<file path="config.mk">
export PLATFORM = sky130hd
export DESIGN_NAME = dm_arbiter
export DESIGN_NICKNAME = d
export VERILOG_FILES = /design/src/rtl/dm_arbiter.sv
export SDC_FILE = /design/constraint.sdc
export NUM_CORES = 1
export LEC_CHECK = 0
export BUFFER_PORTS_ARGS = -buffer_cell sky130_fd_sc_hd__buf_2
export CORE_AREA = 2 2 144 146
export CTS_CLUSTER_SIZE = 24
export DETAILED_ROUTE_END_ITERATION = 7
export DIE_AREA = 0 0 146 148
export GPL_TIMING_DRIVEN = 0
export PLACE_DENSITY = 0.65
export SYNTH_ARGS = -nofsm -noshare
export SYNTH_HDL_FRONTEND = slang
export SYNTH_SLANG_ARGS = --single-unit
export TNS_END_PERCENT = 5
</file>
<file path="constraint.sdc">
create_clock -name Clk -period 2.25 [get_ports Clk]
set_input_delay 0.1125 -clock Clk [delete_from_list [all_inputs] [get_ports Clk]]
set_output_delay 0.1125 -clock Clk [all_outputs]
set_load 0.02 [all_outputs]
</file>
<file path="src/rtl/dm_arbiter.sv">
// Round-robin arbiter sharing one data-memory port between the CPU
// load/store unit (port 0) and a debug/DMA master (port 1).
// Each access takes IDLE -> SERVE -> RESP: one memory cycle, then one ack cycle.
module dm_arbiter #(
  parameter int unsigned DM_BYTES = 4096
) (
  input  logic        Clk,
  input  logic        Rst,
  input  logic        req0,
  input  logic [31:0] addr0,
  input  logic [31:0] wdata0,
  input  logic        we0,
  input  logic [1:0]  size0,
  input  logic [31:0] pc0,
  output logic        ack0,
  output logic [31:0] rdata0,
  output logic        err0,
  input  logic        req1,
  input  logic [31:0] addr1,
  input  logic [31:0] wdata1,
  input  logic        we1,
  input  logic [1:0]  size1,
  output logic        ack1,
  output logic [31:0] rdata1,
  output logic        err1,
  output logic [31:0] dm_A,
  output logic [31:0] dm_WD,
  output logic        dm_DMWr,
  output logic [1:0]  dm_SSel,
  output logic [1:0]  dm_LSel,
  output logic [31:0] dm_PC,
  input  logic [31:0] dm_RD,
  output logic        busy
);

  typedef enum logic [1:0] {IDLE, SERVE, RESP} state_t;

  localparam logic [31:0] DM_LIMIT = 32'(DM_BYTES);

  state_t      state_q, state_d;
  logic        last_q, last_d;
  logic        gnt_q, gnt_d;
  logic [31:0] addr_q, addr_d;
  logic [31:0] wdata_q, wdata_d;
  logic        we_q, we_d;
  logic [1:0]  size_q, size_d;
  logic [31:0] pc_q, pc_d;
  logic        err_q, err_d;
  logic [31:0] rdata0_q, rdata0_d;
  logic [31:0] rdata1_q, rdata1_d;
  logic        sel;

  // Misaligned, illegal-size or out-of-range accesses are rejected.
  function automatic logic access_err(input logic [31:0] a, input logic [1:0] sz);
    access_err = (sz == 2'b11)
               | ((sz == 2'b00) & (a[1:0] != 2'b00))
               | ((sz == 2'b01) & a[0])
               | (a >= DM_LIMIT);
  endfunction

  // Next-state logic: grant and latch in IDLE, capture read data in SERVE.
  always_comb begin
    state_d  = state_q;
    last_d   = last_q;
    gnt_d    = gnt_q;
    addr_d   = addr_q;
    wdata_d  = wdata_q;
    we_d     = we_q;
    size_d   = size_q;
    pc_d     = pc_q;
    err_d    = err_q;
    rdata0_d = rdata0_q;
    rdata1_d = rdata1_q;
    sel      = 1'b0;
    case (state_q)
      IDLE: begin
        if (req0 | req1) begin
          // With both requesting, the port that did not win last time goes next.
          sel     = (req0 & req1) ? ~last_q : req1;
          gnt_d   = sel;
          last_d  = sel;
          addr_d  = sel ? addr1  : addr0;
          wdata_d = sel ? wdata1 : wdata0;
          we_d    = sel ? we1    : we0;
          size_d  = sel ? size1  : size0;
          pc_d    = sel ? 32'd0  : pc0;
          err_d   = sel ? access_err(addr1, size1) : access_err(addr0, size0);
          state_d = SERVE;
        end
      end
      SERVE: begin
        if (gnt_q) rdata1_d = (we_q | err_q) ? 32'd0 : dm_RD;
        else       rdata0_d = (we_q | err_q) ? 32'd0 : dm_RD;
        state_d = RESP;
      end
      RESP:    state_d = IDLE;
      default: state_d = IDLE;
    endcase
  end

  // State and latched-request registers; reset aborts any in-flight access.
  always_ff @(posedge Clk or negedge Rst) begin
    if (!Rst) begin
      state_q  <= IDLE;
      last_q   <= 1'b1;
      gnt_q    <= 1'b0;
      addr_q   <= 32'd0;
      wdata_q  <= 32'd0;
      we_q     <= 1'b0;
      size_q   <= 2'b00;
      pc_q     <= 32'd0;
      err_q    <= 1'b0;
      rdata0_q <= 32'd0;
      rdata1_q <= 32'd0;
    end else begin
      state_q  <= state_d;
      last_q   <= last_d;
      gnt_q    <= gnt_d;
      addr_q   <= addr_d;
      wdata_q  <= wdata_d;
      we_q     <= we_d;
      size_q   <= size_d;
      pc_q     <= pc_d;
      err_q    <= err_d;
      rdata0_q <= rdata0_d;
      rdata1_q <= rdata1_d;
    end
  end

  // Outputs decoded from state so the write strobe drops with reset.
  always_comb begin
    dm_A    = addr_q;
    dm_WD   = wdata_q;
    dm_SSel = size_q;
    dm_LSel = size_q;
    dm_PC   = pc_q;
    dm_DMWr = (state_q == SERVE) & we_q & ~err_q;
    ack0    = (state_q == RESP) & ~gnt_q;
    ack1    = (state_q == RESP) & gnt_q;
    err0    = ack0 & err_q;
    err1    = ack1 & err_q;
    rdata0  = rdata0_q;
    rdata1  = rdata1_q;
    busy    = (state_q != IDLE);
  end

endmodule

</file>
==> results of run 1 <==
-- worst max-delay path by stage --
stage / end / slack [ns] / cells after the start
2_1_floorplan: err_q / 0.78 / 6
3_3_place_gp: rdata1[12] / -1.63 / 1
3_5_place_dp: dm_LSel[1] / 0.30 / 6
4_1_cts: dm_WD[15] / 0.02 / 7
5_1_grt: dm_WD[17] / -0.007 / 7
6_report: dm_WD[9] / 0.06 / 7
-- kinds of logic after synthesis --
family	Yosys count	share of synthesized area, %
compound gates	170	20.1
flops	168	63.6
simple gates	129	8.46
buf+inv	117	7.87
-- cell usage in the layout (no fill, tap or decap), drive strengths merged, types with 2 or more instances in the layout --
master,count
dlygate4sd3,196
nor4,10
nor2b,3
buf,404
and2,2
a22o,32
o21ai,65
dfrtp,167
clkinvlp,2
bufinv,3
inv,73
and3b,2
nand2,99
diode,4
a21o,2
nor2,3
and3,3
a222oi,67
clkinv,3
nand2b,3
clkbuf,35
-- worst max-delay path: cells and delay by family, from the launching register on --
| kind | cells | cell delay [ns] |
|---|---|---|
| simple gates | 2 | 0.22 |
| compound gates | 1 | 0.31 |
| buf+inv | 4 | 1.03 |
| flops | 1 | 0.55 |
-- state kept, by name (all words and copies together) (netlist names) --
signal   flops
last_q       1
dm_A        32
dm_WD       32
err_q        1
rdata0      32
dm_LSel      2
dm_PC       32
state_q      2
rdata1      32
we_q         1
gnt_q        1
-- routing by layer --
layer,global-route usage [%],vias to the layer above
met1,29.7,3596
li1,-,3301
met2,45.2,479
met4,11.0,0
met5,0,-
met3,5.46,82
-- power groups by stage --
stage	clock network, mW	logic, mW	registers [mW]
3_3_place_gp	0	6.85	5.19
4_1_cts	3.10	7.41	5.18
3_5_place_dp	0	6.94	5.20
5_1_grt	3.24	8.10	5.38
2_1_floorplan	0	2.66	6.75
6_report	3.05	7.55	5.25
-- final cells by class --
class / instances / share of cell area [%]
Buffer: 48 / 2.35
Sequential cell: 168 / 36.8
Timing Repair Buffer: 569 / 33.8
Clock buffer: 19 / 3.78
Multi-Input combinational cell: 299 / 16.5
Tap cell: 270 / 2.95
Antenna cell: 4 / 0.0875
Inverter: 69 / 2.26
Clock inverter: 12 / 1.45
-- synth_stat cells (2+ instances only) --
cell type | n | area (um^2)
dfrtp_1 | 167 | 4180
nand2_1 | 99 | 372
inv_1 | 69 | 259
a222oi_1 | 67 | 671
o21ai_0 | 62 | 310
a22o_1 | 32 | 280
buf_2 | 26 | 130
clkbuf_1 | 14 | 52.6
nor4_1 | 10 | 62.6
buf_6 | 5 | 56.3
and3_1 | 3 | 18.8
buf_4 | 3 | 22.5
nand2b_1 | 3 | 18.8
nor2b_1 | 3 | 18.8
a21o_1 | 2 | 15.0
and2_1 | 2 | 12.5
and3b_1 | 2 | 17.5
nor2_1 | 2 | 7.51
o21ai_1 | 2 | 10.0
-- metrics by stage --
step / hold slack [ns] / area, um^2 / setup TNS, ns / std cells / utilization [%]
6_report: 0.0502 / 11400 / 0 / 1458 / 57.1
5_1_grt: 0.0497 / 11400 / -0.00848 / 1457 / 57.1
4_1_cts: 0.0297 / 11400 / 0 / 1454 / 57.0
3_5_place_dp: 0.159 / 8840 / 0 / 1226 / 44.1
3_3_place_gp: 0.318 / 8810 / -270.34 / 1225 / 43.9
2_1_floorplan: -0.183 / 6610 / 0 / 584 / -
-- what timing repair did --
item	in CTS	in global routing
endpoints found under the hold margin	242	0
hold buffers	197	0
gates resized for setup	0	8
buffers inserted	0	0
setup endpoints to repair	0	11
==> results.toml, run 1 <==
[run_status]
status = "finished, violations left"
violations = "design-rule violations"

[layout]
multi_input_area_um2 = 1890
drive_above_1_share_pct = 37.2
n_fill_cell = 1703
nets = 1374
syn_to_final_growth_pct = 73.0
seq_area_um2 = 4210

[synth]
ys_seq_elements = 168
synth_edf_count = 0
synth_fp_nets = 786
ys_types = 30
avgSynthCellArea_um2 = 11.3
syn_inst = 584
yosysSeqAreaShare_pct = 63.6
yosys_warnings = 0
synth-async-reset-ratio_pct = 100
ys.flop_type = "dfrtp_1"
mappedNetlistArea_um2 = 6610

[worst_hold_path]
hold_path_depth = 3
hold_path_end = "rdata0[1]"
holdCritStartpoint = "dm_RD[1]"
holdCritPathClass = "in -> reg"

[critical_path]
r2r_setup_slack_ns = 0.06
reg2regPathDepth = 7
cp-end-kind = "flip-flop"
reg2reg_from = "last_q"
cpMostUsedCell = "buf_2"
worstSetupPathType = "reg -> reg"
cp-start-kind = "flip-flop"
worstPathCellList = "nand2_1 -> and3_1 -> buf_2 -> buf_2 -> a222oi_1 -> dlygate4sd3_1 -> inv_1"
cp.required_ns = 2.57
worstPathArrival_ns = 2.51
slowest_delay_ns = 0.62
critPathMaxFanout = 10
critPathSlowestCell = "dlygate4sd3_1"
cp-startpoint = "last_q"
r2r_end = "dm_WD[9]"

[drt]
drt-vias-per-instance = 5.12
met1_length_um = 10600
highest_layer = "met4"
dr.pass1.iters = 8
dr_wl_met3_um = 2240
dr.first_iter.drc_count = 699
wl_um = 28400
wl_met2_um = 14500
avgRoutedWirePerCell_um = 19.5
drc = 17
antenna_left = 0
vias = 7458

[floorplanning]
die_y_um = 148
start_util_pct = 33.0
die_x_um = 146
dieArea_um2 = 21600
io_pins = 372
core_um2 = 20000
rows = 52

[clocking]
cts_sinks = 168
clockBufferDepth = 2
numCtsBuffers = 17
cts_tree = "yes"
clkTransAtPathRegs_ns = 0.08
htree_num_levels = 4
clockRootBuffer = "clkbuf_16"
clkLatencyLatePin_ns = 0.42

[pwr]
sw_frac_of_total_pct = 43.1
sequentialPowerShare_pct = 33.1
leakage_nw = 6.10
power.density_nw_per_um2 = 1390
peakVddDrop_v = 0.000836
power_mw = 15.9
clkPwrFrac_pct = 19.2
cell_internal_pwr_mw = 9.02
pwr-share-comb_pct = 47.6
switching_power_mw = 6.83

[global_routing]
antenna_found_initial = 3
grt-ovfl-total = 0
grt_start_max_net_pins = 87
grt_pass1_wl_um = 42700
grt_pass1_vias = 7793
grt_usage_pct = 25.4

[sta]
slew_headroom_pct = 48.7
grt_setup_unrepaired = "yes"
maxSlewViolCount = 0
tightest_slew_ns = 0.770
fin_skew_ns = 0.0134
fin_crit_ns = 2.19
worst_slack_ns = 0.0581
fin_crit_sh_pct = 97.4
finalHoldViolCount = 0
finalSetupViolations = 0
max_freq_mhz = 456

[placed_design]
place_ws_ns = 0.304
gp_congestion = 0.857
place_hpwl_um = 18300
port_buffers = 371

[job]
maxCapViolations = 0
Power figures use the tool's default switching activity.
==> inputs of run 2 (changes only) <==
--- a/config.mk
+++ b/config.mk
@@ -6,12 +6,12 @@
 export NUM_CORES = 1
 export LEC_CHECK = 0
 export BUFFER_PORTS_ARGS = -buffer_cell sky130_fd_sc_hd__buf_2
-export CORE_AREA = 2 2 144 146
+export CORE_AREA = 2 2 146 148
 export CTS_CLUSTER_SIZE = 24
 export DETAILED_ROUTE_END_ITERATION = 7
-export DIE_AREA = 0 0 146 148
+export DIE_AREA = 0 0 148 150
 export GPL_TIMING_DRIVEN = 0
-export PLACE_DENSITY = 0.65
+export PLACE_DENSITY = 0.63
 export SYNTH_ARGS = -nofsm -noshare
 export SYNTH_HDL_FRONTEND = slang
 export SYNTH_SLANG_ARGS = --single-unit
==> constraint.sdc (replaced) <==
create_clock -name Clk -period 2.16 [get_ports Clk]
set_input_delay 0.432 -clock Clk [delete_from_list [all_inputs] [get_ports Clk]]
set_output_delay 0.432 -clock Clk [all_outputs]
set_load 0.02 [all_outputs]
==> results.toml, run 2 (synthesis gave the netlist of run 1 again) <==
[critical_path]
reg2reg_from = "state_q[1]"
critPathBufInv = 1
path_depth = 3
critPathMaxFanout = 4
slowest_delay_ns = 0.41
worstPathCellList = "nor3b_1 -> and2_1 -> buf_2"
worstSetupPathType = "reg -> out"
cp-start-kind = "flip-flop"
r2r_setup_slack_ns = 0.36
reg2regPathDepth = 6
cp-startpoint = "state_q[0]"
cp-end-kind = "output pin"
path_delay_family = "simple AND/OR/NAND/NOR gates"
crit_end = "err0"
critPathSlowestCell = "dfrtp_1"
cp.required_ns = 1.73
worstPathArrival_ns = 1.46
r2r_end = "dm_LSel[1]"

[sta]
tightest_slew_ns = 0.668
grt_setup_unrepaired = "no"
slew_headroom_pct = 55.5
finalHoldViolCount = 10
fin_crit_ns = 1.89
finalSetupViolations = 0
fin_hold_ws_ns = -0.0322
worst_slack_ns = 0.272
maxSlewViolCount = 0
max_freq_mhz = 530
fin_skew_ns = 0.0112
fin_crit_sh_pct = 87.4

[layout]
final_cell_mix = "396 x buf_2, 167 x dfrtp_1, 99 x nand2_1, 69 x inv_1, 67 x a222oi_1"
syn_to_final_growth_pct = 42.9
nets = 1177
stdcell_area_um2 = 9450
multi_input_area_um2 = 1890
final_common_cell = "buf_2"
seq_area_um2 = 4210
utilization_pct = 45.7
drive_above_1_share_pct = 44.5
n_fill_cell = 2121

[placed_design]
gp_congestion = 0.829
place_hpwl_um = 18300
postPlaceCellArea_um2 = 8850
port_buffers = 371
place_ws_ns = 0.256

[global_routing]
grt_pass1_vias = 6419
top_usage_layer = "met2"
grt_use_met3_pct = 6.22
grt_start_max_net_pins = 87
grt_usage_pct = 20.9
grt-ovfl-total = 0
grt_pass1_wl_um = 35800
antenna_found_initial = 5
met2_usage_pct = 37.3
met1_usage_pct = 24.4

[pwr]
power.density_nw_per_um2 = 1650
power_mw = 15.6
peakVddDrop_v = 0.000816
leakage_nw = 5.27

[clocking]
htree_num_levels = 4
post_cts_resized = 0
clockBufferDepth = 2
cts_sinks = 168
cts_setup_buffers = 0
clkLatencyLatePin_ns = 0.43
holdBufCountCts = 0
clkTransAtPathRegs_ns = 0.08
numCtsBuffers = 17
clockRootBuffer = "clkbuf_16"
cts_tree = "yes"

[floorplanning]
die_x_um = 148
rows = 53
die_y_um = 150
start_util_pct = 32.0
io_pins = 372
core_um2 = 20700
dieArea_um2 = 22200

[drt]
dr.first_iter.drc_count = 418
wl_um = 23600
dr.pass1.iters = 8
antenna_left = 0
avgRoutedWirePerCell_um = 18.6
drc = 4
drt-vias-per-instance = 5.01
vias = 6356

[job]
maxCapViolations = 0

[run_status]
status = "finished, violations left"
violations = "design-rule violations, negative hold slack"

[worst_hold_path]
holdCritPathClass = "in -> async"
-- run 2: area by class of cell --
cell class              instances  area share [%]
clock inverters                12            1.39
plain buffers                  48            2.77
diodes                          5           0.132
clock buffers                  20            4.83
well taps                     275            3.64
repair buffers                372            20.0
flip-flops and latches        168            44.5
inverters                      69            2.74
multi-input cells             299            20.0
-- run 2: per-stage QoR --
stage / TNS, ns / instances
detailed placement: 0 / 1231
finish: 0 / 1268
global route: 0 / 1267
floorplan: 0 / 584
global placement: -346.23 / 1230
CTS: 0 / 1263
-- run 2: worst reg2reg max path, stage by stage, from the launching register on --
cell and delay, ns:
dfrtp_1 0.40, nor2_2 0.24, o21ai_2 0.12, buf_4 0.21, clkbuf_1 0.32, a222oi_1 0.34
inv_1 0.07
-- run 2: metal layers --
metal	share of wire, %	vias to the layer above
met3	8.6	26
li1	-	2897
met2	52	278
met1	38	3153
met4	1.2	2
met5	0.030	-
-- run 2: worst min-delay path by stage --
stage | start | endpoint | slack [ns] | cells past startpoint
6_report | Rst | dm_WD[17] | -0.03 | 1
5_1_grt | Rst | dm_WD[23] | 0.02 | 1
4_1_cts | Rst | dm_WD[23] | 0.01 | 1
3_5_place_dp | Rst | dm_WD[23] | 0.47 | 1
3_3_place_gp | rdata1[15] | rdata1[15] | 0.46 | 2
2_1_floorplan | Rst | dm_A[0] | 0.14 | 0
-- run 2: power breakdown --
group	switching, mW	internal [mW]
Clock	1.39	1.69
Sequential	0.831	4.59
Combinational	4.59	2.54
Total	6.81	8.82
